[config.mk]
export PLATFORM = sky130hd
export DESIGN_NAME = ps2_key_event_ctrl
export DESIGN_NICKNAME = d
export VERILOG_FILES = /design/src/rtl/ps2_pkg.sv /design/src/rtl/ps2_evt_fifo.sv /design/src/rtl/ps2_key_event_ctrl.sv
export SDC_FILE = /design/constraint.sdc
export NUM_CORES = 1
export LEC_CHECK = 0
export CELL_PAD_IN_SITES_DETAIL_PLACEMENT = 0
export CELL_PAD_IN_SITES_GLOBAL_PLACEMENT = 1
export CORE_UTILIZATION = 30
export DETAILED_ROUTE_END_ITERATION = 10
export DONT_BUFFER_PORTS = 1
export GPL_ROUTABILITY_DRIVEN = 0
export PLACE_DENSITY_LB_ADDON = 0.1
export SYNTH_ARGS = -nofsm -noshare
export SYNTH_HDL_FRONTEND = slang
export SYNTH_SLANG_ARGS = --single-unit
export TNS_END_PERCENT = 50
[constraint.sdc]
create_clock -name clk -period 3.1 [get_ports clk]
set_input_delay 0.62 -clock clk [delete_from_list [all_inputs] [get_ports clk]]
set_output_delay 0.62 -clock clk [all_outputs]
set_load 0.03 [all_outputs]
[src/rtl/ps2_pkg.sv]
// Shared scan-code constants, decoder state encoding and the key event record
// used by the PS/2 key event controller and its event FIFO.
package ps2_pkg;

    localparam logic [7:0] PS2_EXT       = 8'hE0;
    localparam logic [7:0] PS2_BRK       = 8'hF0;
    localparam logic [7:0] PS2_PAUSE     = 8'hE1;

    localparam logic [7:0] PS2_ST_ERR0   = 8'h00;
    localparam logic [7:0] PS2_ST_BAT    = 8'hAA;
    localparam logic [7:0] PS2_ST_ECHO   = 8'hEE;
    localparam logic [7:0] PS2_ST_ACK    = 8'hFA;
    localparam logic [7:0] PS2_ST_BATF   = 8'hFC;
    localparam logic [7:0] PS2_ST_RESEND = 8'hFE;
    localparam logic [7:0] PS2_ST_ERR1   = 8'hFF;

    localparam logic [7:0] KEY_UP        = 8'h75;
    localparam logic [7:0] KEY_DOWN      = 8'h72;
    localparam logic [7:0] KEY_LEFT      = 8'h6B;
    localparam logic [7:0] KEY_RIGHT     = 8'h74;
    localparam logic [7:0] KEY_SPACE     = 8'h29;
    localparam logic [7:0] KEY_ENTER     = 8'h5A;

    // Bytes following E1 in the pause sequence (E1 14 77 E1 F0 14 F0 77)
    localparam logic [2:0] PAUSE_SKIP    = 3'd7;

    typedef enum logic [2:0] {
        ST_IDLE,
        ST_EXT,
        ST_BRK,
        ST_EXT_BRK,
        ST_SKIP
    } dec_state_t;

    typedef struct packed {
        logic [7:0] code;
        logic       ext;
        logic       rel;
    } key_evt_t;

    function automatic logic is_status(input logic [7:0] b);
        return b inside {PS2_ST_ERR0, PS2_ST_BAT, PS2_ST_ECHO, PS2_ST_ACK,
                         PS2_ST_BATF, PS2_ST_RESEND, PS2_ST_ERR1};
    endfunction

    function automatic logic [5:0] key_mask(input key_evt_t e);
        logic [5:0] m;
        m = '0;
        case ({e.ext, e.code})
            {1'b1, KEY_UP}:    m = 6'b000001;
            {1'b1, KEY_DOWN}:  m = 6'b000010;
            {1'b1, KEY_LEFT}:  m = 6'b000100;
            {1'b1, KEY_RIGHT}: m = 6'b001000;
            {1'b0, KEY_SPACE}: m = 6'b010000;
            {1'b0, KEY_ENTER}: m = 6'b100000;
            default:           m = '0;
        endcase
        return m;
    endfunction

endpackage

[src/rtl/ps2_evt_fifo.sv]
// First-word-fall-through key event FIFO; head visible the cycle after the write.
// Full without a pop drops the write and flags it on drop_o; empty ignores rd_rdy_i.
module ps2_evt_fifo
    import ps2_pkg::*;
#(
    parameter int DEPTH = 4
) (
    input  logic                     clk,
    input  logic                     rst,
    input  logic                     wr_vld_i,
    input  key_evt_t                 wr_dat_i,
    output logic                     rd_vld_o,
    input  logic                     rd_rdy_i,
    output key_evt_t                 rd_dat_o,
    output logic [$clog2(DEPTH):0]   level_o,
    output logic                     drop_o
);
    localparam int AW = $clog2(DEPTH);

    key_evt_t      mem_q [DEPTH];
    logic [AW:0]   wr_ptr_q;
    logic [AW:0]   rd_ptr_q;
    logic          empty;
    logic          full;
    logic          push;
    logic          pop;

    assign empty  = (wr_ptr_q == rd_ptr_q);
    assign full   = (wr_ptr_q[AW] != rd_ptr_q[AW]) &&
                    (wr_ptr_q[AW-1:0] == rd_ptr_q[AW-1:0]);
    assign pop    = rd_rdy_i & ~empty;
    // A pop frees the slot in the same cycle, so a full FIFO still accepts.
    assign push   = wr_vld_i & (~full | pop);
    assign drop_o = wr_vld_i & full & ~pop;

    assign rd_vld_o = ~empty;
    assign rd_dat_o = empty ? '0 : mem_q[rd_ptr_q[AW-1:0]];
    assign level_o  = wr_ptr_q - rd_ptr_q;

    always_ff @(posedge clk) begin
        if (rst) begin
            wr_ptr_q <= '0;
            rd_ptr_q <= '0;
        end else begin
            if (push) wr_ptr_q <= wr_ptr_q + 1'b1;
            if (pop)  rd_ptr_q <= rd_ptr_q + 1'b1;
        end
    end

    always_ff @(posedge clk) begin
        if (!rst && push) mem_q[wr_ptr_q[AW-1:0]] <= wr_dat_i;
    end

endmodule

[src/rtl/ps2_key_event_ctrl.sv]
// PS/2 scan-code sequencer: prefix decode, held-key bitmap, FIFO of key events.
// Latency: event visible one cycle after its final byte; full FIFO drops and sets overflow.
module ps2_key_event_ctrl
    import ps2_pkg::*;
#(
    parameter int FIFO_DEPTH     = 4,
    parameter int TIMEOUT_CYCLES = 2_000_000
) (
    input  logic                         clk,
    input  logic                         rst,
    input  logic [7:0]                   byte_in,
    input  logic                         byte_valid,
    output logic                         evt_valid,
    input  logic                         evt_ready,
    output logic [7:0]                   evt_code,
    output logic                         evt_ext,
    output logic                         evt_release,
    output logic [$clog2(FIFO_DEPTH):0]  fifo_level,
    output logic                         overflow,
    input  logic                         ovf_clr,
    output logic [5:0]                   key_held
);
    localparam int TW = ($clog2(TIMEOUT_CYCLES) < 1) ? 1 : $clog2(TIMEOUT_CYCLES);
    localparam logic [TW-1:0] TMO_LAST = TW'(TIMEOUT_CYCLES - 1);

    dec_state_t  state_q, state_d;
    logic [2:0]  skip_q, skip_d;
    logic [TW-1:0] tmo_q;
    logic [5:0]  held_q, held_d;
    logic        ovf_q;
    logic        emit;
    key_evt_t    evt_d;
    key_evt_t    head;
    logic        drop;
    logic [5:0]  mask;

    always_comb begin
        state_d    = state_q;
        skip_d     = skip_q;
        emit       = 1'b0;
        evt_d      = '0;
        evt_d.code = byte_in;
        if (byte_valid) begin
            unique case (state_q)
                ST_IDLE: begin
                    if (byte_in == PS2_EXT)        state_d = ST_EXT;
                    else if (byte_in == PS2_BRK)   state_d = ST_BRK;
                    else if (byte_in == PS2_PAUSE) begin
                        state_d = ST_SKIP;
                        skip_d  = PAUSE_SKIP;
                    end else if (!is_status(byte_in)) emit = 1'b1;
                end
                ST_EXT: begin
                    if (byte_in == PS2_BRK)        state_d = ST_EXT_BRK;
                    else if (byte_in != PS2_EXT) begin
                        emit      = 1'b1;
                        evt_d.ext = 1'b1;
                        state_d   = ST_IDLE;
                    end
                end
                ST_BRK: begin
                    if (byte_in != PS2_BRK) begin
                        emit      = 1'b1;
                        evt_d.rel = 1'b1;
                        state_d   = ST_IDLE;
                    end
                end
                ST_EXT_BRK: begin
                    emit      = 1'b1;
                    evt_d.ext = 1'b1;
                    evt_d.rel = 1'b1;
                    state_d   = ST_IDLE;
                end
                ST_SKIP: begin
                    skip_d = skip_q - 3'd1;
                    if (skip_q <= 3'd1) begin
                        skip_d  = '0;
                        state_d = ST_IDLE;
                    end
                end
                default: state_d = ST_IDLE;
            endcase
        end else if (state_q != ST_IDLE && tmo_q == TMO_LAST) begin
            state_d = ST_IDLE;
            skip_d  = '0;
        end
    end

    // The bitmap tracks every decoded event, including ones the FIFO drops.
    always_comb begin
        mask   = key_mask(evt_d);
        held_d = held_q;
        if (emit) held_d = evt_d.rel ? (held_q & ~mask) : (held_q | mask);
    end

    always_ff @(posedge clk) begin
        if (rst) begin
            state_q <= ST_IDLE;
            skip_q  <= '0;
            tmo_q   <= '0;
            held_q  <= '0;
            ovf_q   <= 1'b0;
        end else begin
            state_q <= state_d;
            skip_q  <= skip_d;
            held_q  <= held_d;
            if (byte_valid)           tmo_q <= '0;
            else if (tmo_q != TMO_LAST) tmo_q <= tmo_q + TW'(1);
            if (drop)                 ovf_q <= 1'b1;
            else if (ovf_clr)         ovf_q <= 1'b0;
        end
    end

    ps2_evt_fifo #(
        .DEPTH (FIFO_DEPTH)
    ) u_fifo (
        .clk      (clk),
        .rst      (rst),
        .wr_vld_i (emit),
        .wr_dat_i (evt_d),
        .rd_vld_o (evt_valid),
        .rd_rdy_i (evt_ready),
        .rd_dat_o (head),
        .level_o  (fifo_level),
        .drop_o   (drop)
    );

    assign evt_code    = head.code;
    assign evt_ext     = head.ext;
    assign evt_release = head.rel;
    assign overflow    = ovf_q;
    assign key_held    = held_q;

endmodule

Yosys cells after proc, flatten, opt, wreduce, memory -nomap -nowiden --
Memory sizes are Yosys's and may differ from the RTL's. A register that Yosys moved wholly into a read port is not among the register bits. Cells that the tools add are included.
Operators by class: bitwise operators 11, $lt $le $gt $ge 1, add/sub/neg operators 5, mux-type cells 37, equal/unequal tests 34, reductions and logical operators 13
Operators by type and width (count):
- equality test 8 bit (second input constant) | 9
- 2-to-1 mux 3 bit | 14
- equality test 9 bit (second input constant) | 4
- one-hot mux 6 bit (6 select lines) | 1
- adder 21 x 1 -> 21 bit (second input constant) | 1
- equality test 21 bit (second input constant) | 1
- != test 21 bit (second input constant) | 1
- != test 8 bit (second input constant) | 2
- != test 3 bit (second input constant) | 5
- 2-to-1 mux 1 bit | 12
- one-hot mux 3 bit (4 select lines) | 1
- 2-to-1 mux 10 bit | 1
- AND reduction 5 bit | 2
- equality test 9 x 6 -> 1 bit (second input constant) | 1
- equality test 9 x 7 -> 1 bit (second input constant) | 1
- zero test 8 bit | 1
- nonzero test 7 bit | 1
- adder 3 x 1 -> 3 bit (second input constant) | 2
- AND 6 bit | 1
- equality test 3 x 2 -> 1 bit (second input constant) | 2
- 2-to-1 mux 2 bit | 3
- 2-to-1 mux 6 bit | 1
- NOT 6 bit | 1
- bitwise OR 6 bit | 1
- 23 further kinds | 32
Word-level totals: bits in writable memories 40, output and inout port bits 21, input port bits 13, word-level logic and storage cells 109, memories 1, register bits 40
Memory list:
- u_fifo.mem_q | depth 4, width 10, read ports 1, clocked after memory_dff 1, wr ports 1, line ps2_evt_fifo.sv:20 | key_evt_t mem_q [DEPTH];

Longest topological paths before layout --
Gate-level depths: netlist (run 1).
word-level depth 12, gate-level depth with buffers 8, gate-level depth less buffers 8

Hierarchy --
A second synthesis (run 1) with hierarchy kept.
Second synthesis, totals: cell total of the unflattened synthesis 356, area, all modules 3958.8 µm²
Modules (own cells, without submodules):
- ps2_evt_fifo | cells an instance 122, sequential area each 1361.3 µm², times used 1, area an instance 2084.5 µm²
- ps2_key_event_ctrl | cells an instance 234, sequential area each 680.7 µm², times used 1, area an instance 1874.3 µm²

Worst setup path before layout (run 1) --
Ideal clock, no wire load.
kind in2reg, start point input port byte_in[6], end point memory u_fifo.mem_q[2][0] (netlist bit), enable pin, data arrival time 2.462 ns, setup time 0.392 ns, cell stages on the path 8, data required time 2.708 ns, path buffers 2, setup slack 0.245 ns, cells stage by stage buf_6 -> and3_4 -> buf_6 -> o211ai_1 -> o211ai_1 -> o21ai_2 -> nand3_1 -> nor3b_1
Between the ends: cells in the longest elaborated chain, start to end 12, elaborated cells on any way between the ends 26, classes of those cells eq/ne (11); mux (11); bitwise (1); reduce/logical (3)
Ends and longest elaborated chain:
- start: declaration | line ps2_key_event_ctrl.sv:11 | input logic [7:0] byte_in,
- equality test 8 bit / zero test 8 bit (equally long branches) | line ps2_pkg.sv:42 | return b inside {PS2_ST_ERR0, PS2_ST_BAT, PS2_ST_ECHO, PS2_ST_ACK,
- nonzero test 7 bit | line ps2_pkg.sv:42
- 2-to-1 mux 1 bit | line ps2_key_event_ctrl.sv:51 | end else if (!is_status(byte_in)) emit = 1'b1;
- 2-to-1 mux 1 bit | line ps2_key_event_ctrl.sv:48 | else if (byte_in == PS2_PAUSE) begin
- 2-to-1 mux 1 bit | line ps2_key_event_ctrl.sv:47 | else if (byte_in == PS2_BRK) state_d = ST_BRK;
- 2-to-1 mux 1 bit | line ps2_key_event_ctrl.sv:46 | if (byte_in == PS2_EXT) state_d = ST_EXT;
- one-hot mux 1 bit (4 select lines) (*) | line ps2_key_event_ctrl.sv:44 | unique case (state_q)
- 2-to-1 mux 1 bit (*) | line ps2_key_event_ctrl.sv:43 | if (byte_valid) begin
- AND 1 bit (*) | line ps2_evt_fifo.sv:33 | assign push = wr_vld_i & (~full | pop);
- logical AND 1 bit (*) | line ps2_evt_fifo.sv:51 | if (!rst && push) mem_q[wr_ptr_q[AW-1:0]] <= wr_dat_i;
- 2-to-1 mux 1 bit (*) | line ps2_evt_fifo.sv:51
- 2-to-1 mux 1 bit (implied by the code) (*) | line ps2_evt_fifo.sv:51
- end: declaration | line ps2_evt_fifo.sv:20
Every way passes the cells marked *; elsewhere a longest branch is shown, timed or not.

Worst setup path after layout (run 1) --
start point register u_fifo.wr_ptr_q[0], end point output port fifo_level[2]
Between the ends: cells in the longest elaborated chain, start to end 1
Ends and longest elaborated chain:
- start: declaration | line ps2_evt_fifo.sv:21 | logic [AW:0] wr_ptr_q;
- start signal: assignment | line ps2_evt_fifo.sv:45 | if (push) wr_ptr_q <= wr_ptr_q + 1'b1;
- subtractor 3 bit | line ps2_evt_fifo.sv:38 | assign level_o = wr_ptr_q - rd_ptr_q;
- end: declaration | line ps2_key_event_ctrl.sv:18 | output logic [$clog2(FIFO_DEPTH):0] fifo_level,
No other way between the ends.

==> flow_metrics.tcl, run 1 <==
set metrics [dict create \
    switching_share_pct 29.2 \
    cp_cell_sequence "inv_1, ha_1, fa_1, xnor2_1" \
    fin_skew_ns 0.00634 \
    grt_pass1_vias 2564 \
    min_period_over_period_pct 84.0 \
    postSynthCellCount 350 \
    critical-path-slowest-cell "xnor2_1" \
    hold_ws_ns 0.344 \
    synth_nets 374 \
    fin_ws_ns 0.494 \
    hold_viol 0 \
    ys_top_cells_by_count "dfxtp_1 (42), nor2_1 (42), edfxtp_1 (40), xor2_1 (17)" \
    final_nets 376 \
    ys.flop_type "dfxtp_1" \
    setup.worst_path.start_class "flip-flop" \
    core_um2 12800 \
    fin_crit_ns 2.61 \
    grt_pass1_wl_um 13700 \
    max-vdd-ir-drop_mv 0.209 \
    yosys_warnings 0 \
    wl_per_cell_um 15.7 \
    fmax_mhz 384 \
    synth_cell_type_count 67 \
    port_buffers 0 \
    slew_headroom_pct 53.2 \
    synth_area_leaders "edfxtp_1 (30%), dfxtp_1 (21%), mux4_2 (5.7%)" \
    tritoncts "done" \
    initial_core_util_pct 31.1 \
    crit_fanout 4 \
    die_width_um 117 \
    grt_max_degree 30 \
    criticalPathCategory "reg2out" \
    p_leak_uw 0.00149 \
    dp.cells 513 \
    path_clk_slew_ns 0.06 \
    synth_top_area_cell "edfxtp_1" \
    p_per_area_nw_per_um2 625 \
    status "completed" \
    drt_wl_total_um 8290 \
    seq_area_um2 2040 \
    ios 34 \
    cts_buffers 9 \
    multi_input_area_um2 1760 \
    drc 0 \
    critPathCaptureType "output pin" \
    seqPwrFrac_pct 43.9 \
    hp-class "in2reg" \
    rsz0062_at_grt "no" \
    final_cells 529 \
    firstDrtPassIters 5 \
    antenna_found_initial 0 \
    dieHeight_um 117 \
    netSwitchingPower_uw 811 \
    area_delta_synth_final_pct 11.8 \
    slowest_delay_ns 0.59 \
    ctsResizeCount 0 \
    p_int_uw 1970 \
    synthArstFlopShare_pct 0 \
    clk_path_buf_depth 2 \
    tightest_slew_ns 0.697 \
    synth-seq-cells 82 \
    yosysSeqAreaShare_pct 51.4 \
    drv_slew 0 \
    initialDrtViolationCount 176 \
    maxCapViolations 0 \
    avgViaCountPerCell 4.88 \
    dieArea_um2 13700 \
    rows 41 \
    hold_buffers 0 \
    grt_overflow 0 \
    antenna_cells 0 \
    cts-root-buf "clkbuf_16" \
    nFillCells 1256 \
    grt_use_total_pct 13.5 \
    clk_latency_ns 0.34 \
    arrival_ns 1.99 \
    cts_setup_buffers 0 \
    timing.setup.tns_ns 0 \
    ant_nets 0 \
    setup_viol 0 \
    clkPwrFrac_pct 39.7 \
    synth_area_per_cell_um2 11.4 \
    synth_edf_count 40 \
    required_ns 2.48 \
    pre_cts_ws_ns 0.819 \
    netlist_area_um2 3980 \
    cts-htree-levels 3 \
    vias 2580 \
    post-dp-hpwl_um 6000 \
    p_comb_share_pct 16.4 \
    drive_above_1_share_pct 14.6 \
    synth_top_area_share_pct 30.2 \
    cts.sinks 82 \
]
[layout make-up]
class,count,share of cell area [%]
multi-input cells,235,39.7
inverters,17,1.44
well taps,172,4.84
clock inverters,7,1.83
clock buffers,9,5.07
repair buffers,7,1.18
flip-flops and latches,82,46.0
[routing by layer]
| metal | GRT usage (%) | vias up | wire length, um |
|---|---|---|---|
| met1 | 16.5 | 1243 | 3800 |
| met2 | 21.9 | 52 | 3850 |
| li1 | - | 1276 | - |
| met4 | 5.06 | 0 | 128 |
| met5 | 0 | - | 0 |
| met3 | 4.84 | 9 | 515 |
[worst max-delay path: cells and delay by family, from the launching register on]
family / cells / cell delay [ns]
xor+xnor: 1 / 0.59
fa+ha+maj: 2 / 0.57
flops: 1 / 0.37
buf+inv: 1 / 0.11
[logic make-up (layout without fill, tap and decap cells)]
family	Yosys count	count (layout)	share of synthesized area, %
multiplexers	15	15	7.08
buffers and inverters	33	40	4.28
flip-flops	82	82	51.4
AND/OR/NAND/NOR	147	147	21.4
AO/OA/AOI/OAI	39	39	7.15
adder cells (fa/ha/maj)	11	11	3.65
XOR/XNOR	23	23	5.07
[cells in the final DEF (no fill, tap or decap), drive strengths merged, types with 2 or more instances in the layout]
| cell | count |
|---|---|
| xnor2 | 6 |
| a21oi | 11 |
| edfxtp | 40 |
| nor2b | 3 |
| a22oi | 3 |
| and3 | 6 |
| nor4 | 5 |
| and4 | 2 |
| mux4 | 10 |
| nor2 | 44 |
| buf | 7 |
| inv | 21 |
| and2 | 13 |
| a31oi | 4 |
| mux2i | 3 |
| mux2 | 2 |
| clkbuf | 9 |
| nand3b | 4 |
| o21ai | 5 |
| nor3 | 5 |
| nand4b | 3 |
| nand3 | 12 |
| ha | 10 |
| nand2b | 5 |
| nor3b | 5 |
| xor2 | 17 |
| a311oi | 2 |
| o211ai | 2 |
| dfxtp | 42 |
| nor4b | 2 |
| nand4 | 15 |
| a211oi | 4 |
| nand2 | 17 |
[registers in the layout, summed over array words and instances (netlist names), named ones only]
name             count
overflow             1
state_q              3
u_fifo.rd_ptr_q      3
skip_q               3
tmo_q               21
u_fifo.mem_q        40
u_fifo.wr_ptr_q      3
[power by group through the flow]
stage,sequential [uW],clock (uW),combinational (uW)
6_report,1220,1100,455
5_1_grt,1230,1200,505
4_1_cts,1220,1140,468
3_5_place_dp,1250,0,467
3_3_place_gp,1250,0,464
2_1_floorplan,1210,0,440
[metrics by stage]
stage / utilization [%] / power, uW / instance area [um2]
4_1_cts: 34.8 / 2830 / 4440
6_report: 34.8 / 2780 / 4440
2_1_floorplan: - / 1650 / 3980
3_5_place_dp: 32.4 / 1710 / 4140
3_3_place_gp: 32.4 / 1710 / 4140
5_1_grt: 34.8 / 2930 / 4440
[final timing paths]
check,cells past startpoint,to,slack [ns],start
worst min register to register,2,tmo_q[19],0.51,tmo_q[19]
worst max-delay path,4,fifo_level[2],0.49,u_fifo.wr_ptr_q[0]
worst min-delay path,1,skip_q[1],0.34,rst
worst max register to register,6,u_fifo.mem_q[0][6],1.11,state_q[1]
Note: power is estimated with default switching activity, not from simulation.
==> run 2, diff against run 1 <==
==> constraint.sdc (replaced) <==
create_clock -name clk -period 2.6 [get_ports clk]
set_input_delay 0.52 -clock clk [delete_from_list [all_inputs] [get_ports clk]]
set_output_delay 0.52 -clock clk [all_outputs]
set_load 0.03 [all_outputs]
==> run 2 against run 1 <==
Against the previous run:
- combinational power increased by 30%
- sequential power up 17%
- via count barely moved
- final cell count grew 0.19%
- first-iteration DRC count fell by 37%
- register-to-register slack worse by 0.57 ns
- highest routed layer unchanged
==> flow_metrics.tcl, run 2 (same netlist as run 1, synthesis figures left out) <==
set metrics [dict create \
    status "completed" \
    p_per_area_nw_per_um2 722 \
    reg2regPathDepth 6 \
    fmax_mhz 436 \
    antenna_cells 0 \
    cp.depth 5 \
    drive_above_1_share_pct 14.5 \
    drt_wl_total_um 8250 \
    hp-class "in2reg" \
    antenna_found_initial 0 \
    post-dp-hpwl_um 5910 \
    cts_setup_buffers 0 \
    criticalPathCategory "reg2out" \
    timing.setup.tns_ns 0 \
    postPlaceCellArea_um2 4140 \
    hold_buffers 0 \
    initialDrtViolationCount 111 \
    rows 41 \
    min_period_over_period_pct 88.3 \
    die_width_um 117 \
    setup_viol 0 \
    grt_pass1_wl_um 14000 \
    slew_headroom_pct 66.2 \
    cp_top_family "adder cells" \
    ctsResizeCount 0 \
    startpoint "u_fifo.wr_ptr_q[0]" \
    dieArea_um2 13700 \
    drc 0 \
    rr_endpoint "u_fifo.mem_q[0][0]" \
    rsz0062_at_grt "no" \
    clk_path_buf_depth 2 \
    final_cell_mix "nor2_1 (42), dfxtp_1 (42), edfxtp_1 (40), xor2_1 (17)" \
    fin_ws_ns 0.304 \
    critPathCaptureType "output pin" \
    min_from "rst" \
    firstDrtPassIters 4 \
    rrSetupSlack_ns 0.54 \
    cts_buffers 9 \
    fin_crit_ns 2.30 \
    clk_latency_ns 0.34 \
    core_um2 12800 \
    crit_end "fifo_level[2]" \
    drv_slew 0 \
    grt_overflow 0 \
    area_delta_synth_final_pct 11.2 \
    required_ns 2.08 \
    p_leak_uw 0.00148 \
    hold_viol 0 \
    ios 34 \
    cts-htree-levels 3 \
    ant_nets 0 \
    grt_max_degree 30 \
    slowest_delay_ns 0.37 \
    port_buffers 0 \
    grt_use_total_pct 13.7 \
    vias 2581 \
    dieHeight_um 117 \
    rr_startpoint "state_q[1]" \
    cp_cell_sequence "inv_1, ha_1, fa_1, xnor2_1, buf_4" \
    pre_cts_ws_ns 0.404 \
    cts.sinks 82 \
    critical_path_buf_inv_count 2 \
    setup.worst_path.start_class "flip-flop" \
    wl_per_cell_um 15.6 \
    initial_core_util_pct 31.1 \
    avgViaCountPerCell 4.87 \
    cts-root-buf "clkbuf_16" \
    maxCapViolations 0 \
    grt_pass1_vias 2638 \
    crit_fanout 4 \
    fin_area_um2 4420 \
    critical-path-slowest-cell "dfxtp_1" \
    arrival_ns 1.78 \
    largest_reg_flops 40 \
    fin_skew_ns 0.00586 \
    final_nets 377 \
    path_clk_slew_ns 0.06 \
    max-vdd-ir-drop_mv 0.333 \
    tritoncts "done" \
    tightest_slew_ns 0.503 \
]
-- run 2: power breakdown --
| part | total [uW] | leakage, uW | switching (uW) | internal (uW) |
|---|---|---|---|---|
| Sequential | 1430 | 0.000706 | 31.6 | 1400 |
| Combinational | 592 | 0.000651 | 384 | 208 |
| Clock | 1170 | 0.000123 | 524 | 648 |
| Total | 3190 | 0.00148 | 940 | 2250 |
-- run 2: worst reg2reg max path, delay by kind of cell (launching register included) --
| family | cells | cell delay [ns] |
|---|---|---|
| flip-flops | 1 | 0.37 |
| AND/OR/NAND/NOR | 3 | 0.78 |
| buffers and inverters | 1 | 0.24 |
| AO/OA/AOI/OAI | 2 | 0.37 |
-- run 2: final cells by class --
class,count,area (um2)
Fill cell,1268,8350
Sequential cell,82,2040
Multi-Input combinational cell,235,1770
Clock buffer,10,229
Tap cell,172,215
Inverter,17,63.8
Timing Repair Buffer,8,60.1
Clock inverter,6,41.3
-- run 2: metal layers --
layer	global-route usage (%)	part of all wire (%)	routed length, um
met2	21.9	46	3790
met3	4.63	4.4	365
met4	5.65	1.9	155
met5	0	0	0
met1	17.1	48	3930
-- run 2: worst min path at each step --
stage	slack, ns	endpoint	cells past startpoint
2_1_floorplan	0.47	tmo_q[20]	2
3_3_place_gp	0.50	tmo_q[19]	2
3_5_place_dp	0.49	tmo_q[4]	2
4_1_cts	0.23	state_q[2]	1
5_1_grt	0.23	u_fifo.rd_ptr_q[0]	1
6_report	0.25	state_q[2]	1
-- run 2: metrics by stage --
stage | hold WS, ns | instances | util, % | power (uW)
finish | 0.246 | 530 | 34.6 | 3190
detailed placement | 0.494 | 514 | 32.4 | 2060
CTS | 0.229 | 530 | 34.6 | 3250
global route | 0.233 | 530 | 34.6 | 3350
global placement | 0.495 | 514 | 32.4 | 2060
floorplan | 0.472 | 350 | - | 1970
==> run 3, diff against run 2 <==
--- a/config.mk
+++ b/config.mk
@@ -12,6 +12,7 @@
 export DONT_BUFFER_PORTS = 1
 export GPL_ROUTABILITY_DRIVEN = 0
 export PLACE_DENSITY_LB_ADDON = 0.1
+export SLEW_MARGIN = 0
 export SYNTH_ARGS = -nofsm -noshare
 export SYNTH_HDL_FRONTEND = slang
 export SYNTH_SLANG_ARGS = --single-unit
==> constraint.sdc (replaced) <==
create_clock -name clk -period 2.6 [get_ports clk]
set_input_delay 0.39 -clock clk [delete_from_list [all_inputs] [get_ports clk]]
set_output_delay 0.39 -clock clk [all_outputs]
set_load 0.03 [all_outputs]
==> run 3 against run 2 <==
Against the previous run:
- clock power rose by 5%
- power grew 1.7%
- final cell count did not move
- worst setup slack got worse by 0.029 ns
- combinational power decreased by 1%
- critical path type unchanged
- largest cell class unchanged
- largest power group unchanged
- highest routed layer unchanged
==> flow_metrics.tcl, run 3 (same netlist as run 1, synthesis figures left out) <==
set metrics [dict create \
    ios 34 \
    reg2regPathDepth 6 \
    seq_area_um2 2040 \
    largest_reg_flops 40 \
    criticalPathCategory "reg2out" \
    min_period_over_period_pct 89.4 \
    fin_crit_ns 2.32 \
    dieArea_um2 13700 \
    grt_overflow 0 \
    p_total_uw 3240 \
    setup_viol 0 \
    clk_latency_ns 0.34 \
    grt_pass1_vias 2522 \
    final_cell_mix "nor2_1 (42), dfxtp_1 (42), edfxtp_1 (40), xor2_1 (17)" \
    core_um2 12800 \
    p_leak_uw 0.00149 \
    final_nets 377 \
    hold_viol 0 \
    cts_setup_buffers 0 \
    hp-class "in2reg" \
    cp_cell_sequence "inv_1, ha_1, nand3_1, and2_1" \
    antenna_found_initial 0 \
    multi_input_area_um2 1760 \
    hold_buffers 0 \
    wl_per_cell_um 15.5 \
    crit_end "evt_code[5]" \
    nFillCells 1291 \
    cts-htree-levels 3 \
    arrival_ns 1.93 \
    drive_above_1_share_pct 14.8 \
    crit_fanout 14 \
    slowest_delay_ns 0.39 \
    critical_path_buf_inv_count 1 \
    setup.worst_path.start_class "flip-flop" \
    cts.sinks 82 \
    firstDrtPassIters 4 \
    utilization_pct 34.7 \
    ant_nets 0 \
    rows 41 \
    port_buffers 0 \
    dieHeight_um 117 \
    clk_path_buf_depth 2 \
    rsz0062_at_grt "no" \
    initial_core_util_pct 31.1 \
    grt_use_total_pct 13.2 \
    critical-path-slowest-cell "nand3_1" \
    fin_skew_ns 0.00673 \
    rrSetupSlack_ns 0.56 \
    drc 0 \
    area_delta_synth_final_pct 11.5 \
    die_width_um 117 \
    avgViaCountPerCell 4.75 \
    maxCapViolations 0 \
    critPathCaptureType "output pin" \
    initialDrtViolationCount 140 \
    rr_endpoint "u_fifo.mem_q[0][0]" \
    tightest_slew_ns 0.581 \
    ctsResizeCount 0 \
    max-vdd-ir-drop_mv 0.352 \
    antenna_cells 0 \
    rr_startpoint "state_q[1]" \
    cp_top_family "simple AND/OR/NAND/NOR gates" \
    required_ns 2.21 \
    grt_max_degree 30 \
    status "completed" \
    drv_slew 0 \
    fmax_mhz 430 \
    p_per_area_nw_per_um2 732 \
    grt_pass1_wl_um 13400 \
    drt_wl_total_um 8220 \
    post-dp-hpwl_um 5910 \
    startpoint "u_fifo.wr_ptr_q[0]" \
    path_clk_slew_ns 0.07 \
    cp.depth 4 \
    vias 2520 \
    cts-root-buf "clkbuf_16" \
    slew_headroom_pct 60.9 \
    tritoncts "done" \
    cts_buffers 9 \
]
run 3: layout make-up:
cell class	instances	area share, %
sequential	82	46.1
multi-input combinational	235	39.8
clock buffer	9	5.08
tap	172	4.86
inverter	17	1.44
clock inverter	7	1.38
timing repair buffer	8	1.36
run 3: routing by layer:
| metal | GRT usage [%] | up-vias | routed length, um |
|---|---|---|---|
| li1 | - | 1266 | - |
| met2 | 20.9 | 35 | 3700 |
| met4 | 4.30 | 0 | 108 |
| met3 | 4.84 | 8 | 378 |
| met1 | 16.8 | 1211 | 4030 |
| met5 | 0 | - | 0 |
run 3: worst min-delay path by stage:
stage / start / endpoint / slack [ns] / cells after the start
final: rst / flip-flop / 0.11 / 1
after global placement: rst / state_q[2] / 0.47 / 1
after global routing: rst / state_q[1] / 0.09 / 1
after floorplan: tmo_q[20] / tmo_q[20] / 0.47 / 2
after CTS: rst / state_q[1] / 0.09 / 1
after detailed placement: rst / skip_q[2] / 0.47 / 1
run 3: report_power, final:
part	switching (uW)	internal, uW	leakage, uW
logic	382	205	0.000647
registers	31.5	1390	0.000706
clock network	567	665	0.000140
run 3: per-stage QoR:
stage               setup WS (ns)  area [um2]  cells  TNS, ns  hold slack [ns]
floorplan                 -0.0246        3980    350   -0.817            0.472
global placement            0.552        4140    514        0            0.468
detailed placement          0.538        4140    514        0            0.472
CTS                         0.213        4430    530        0           0.0946
global route                0.109        4430    530        0           0.0907
finish                      0.275        4430    530        0            0.111
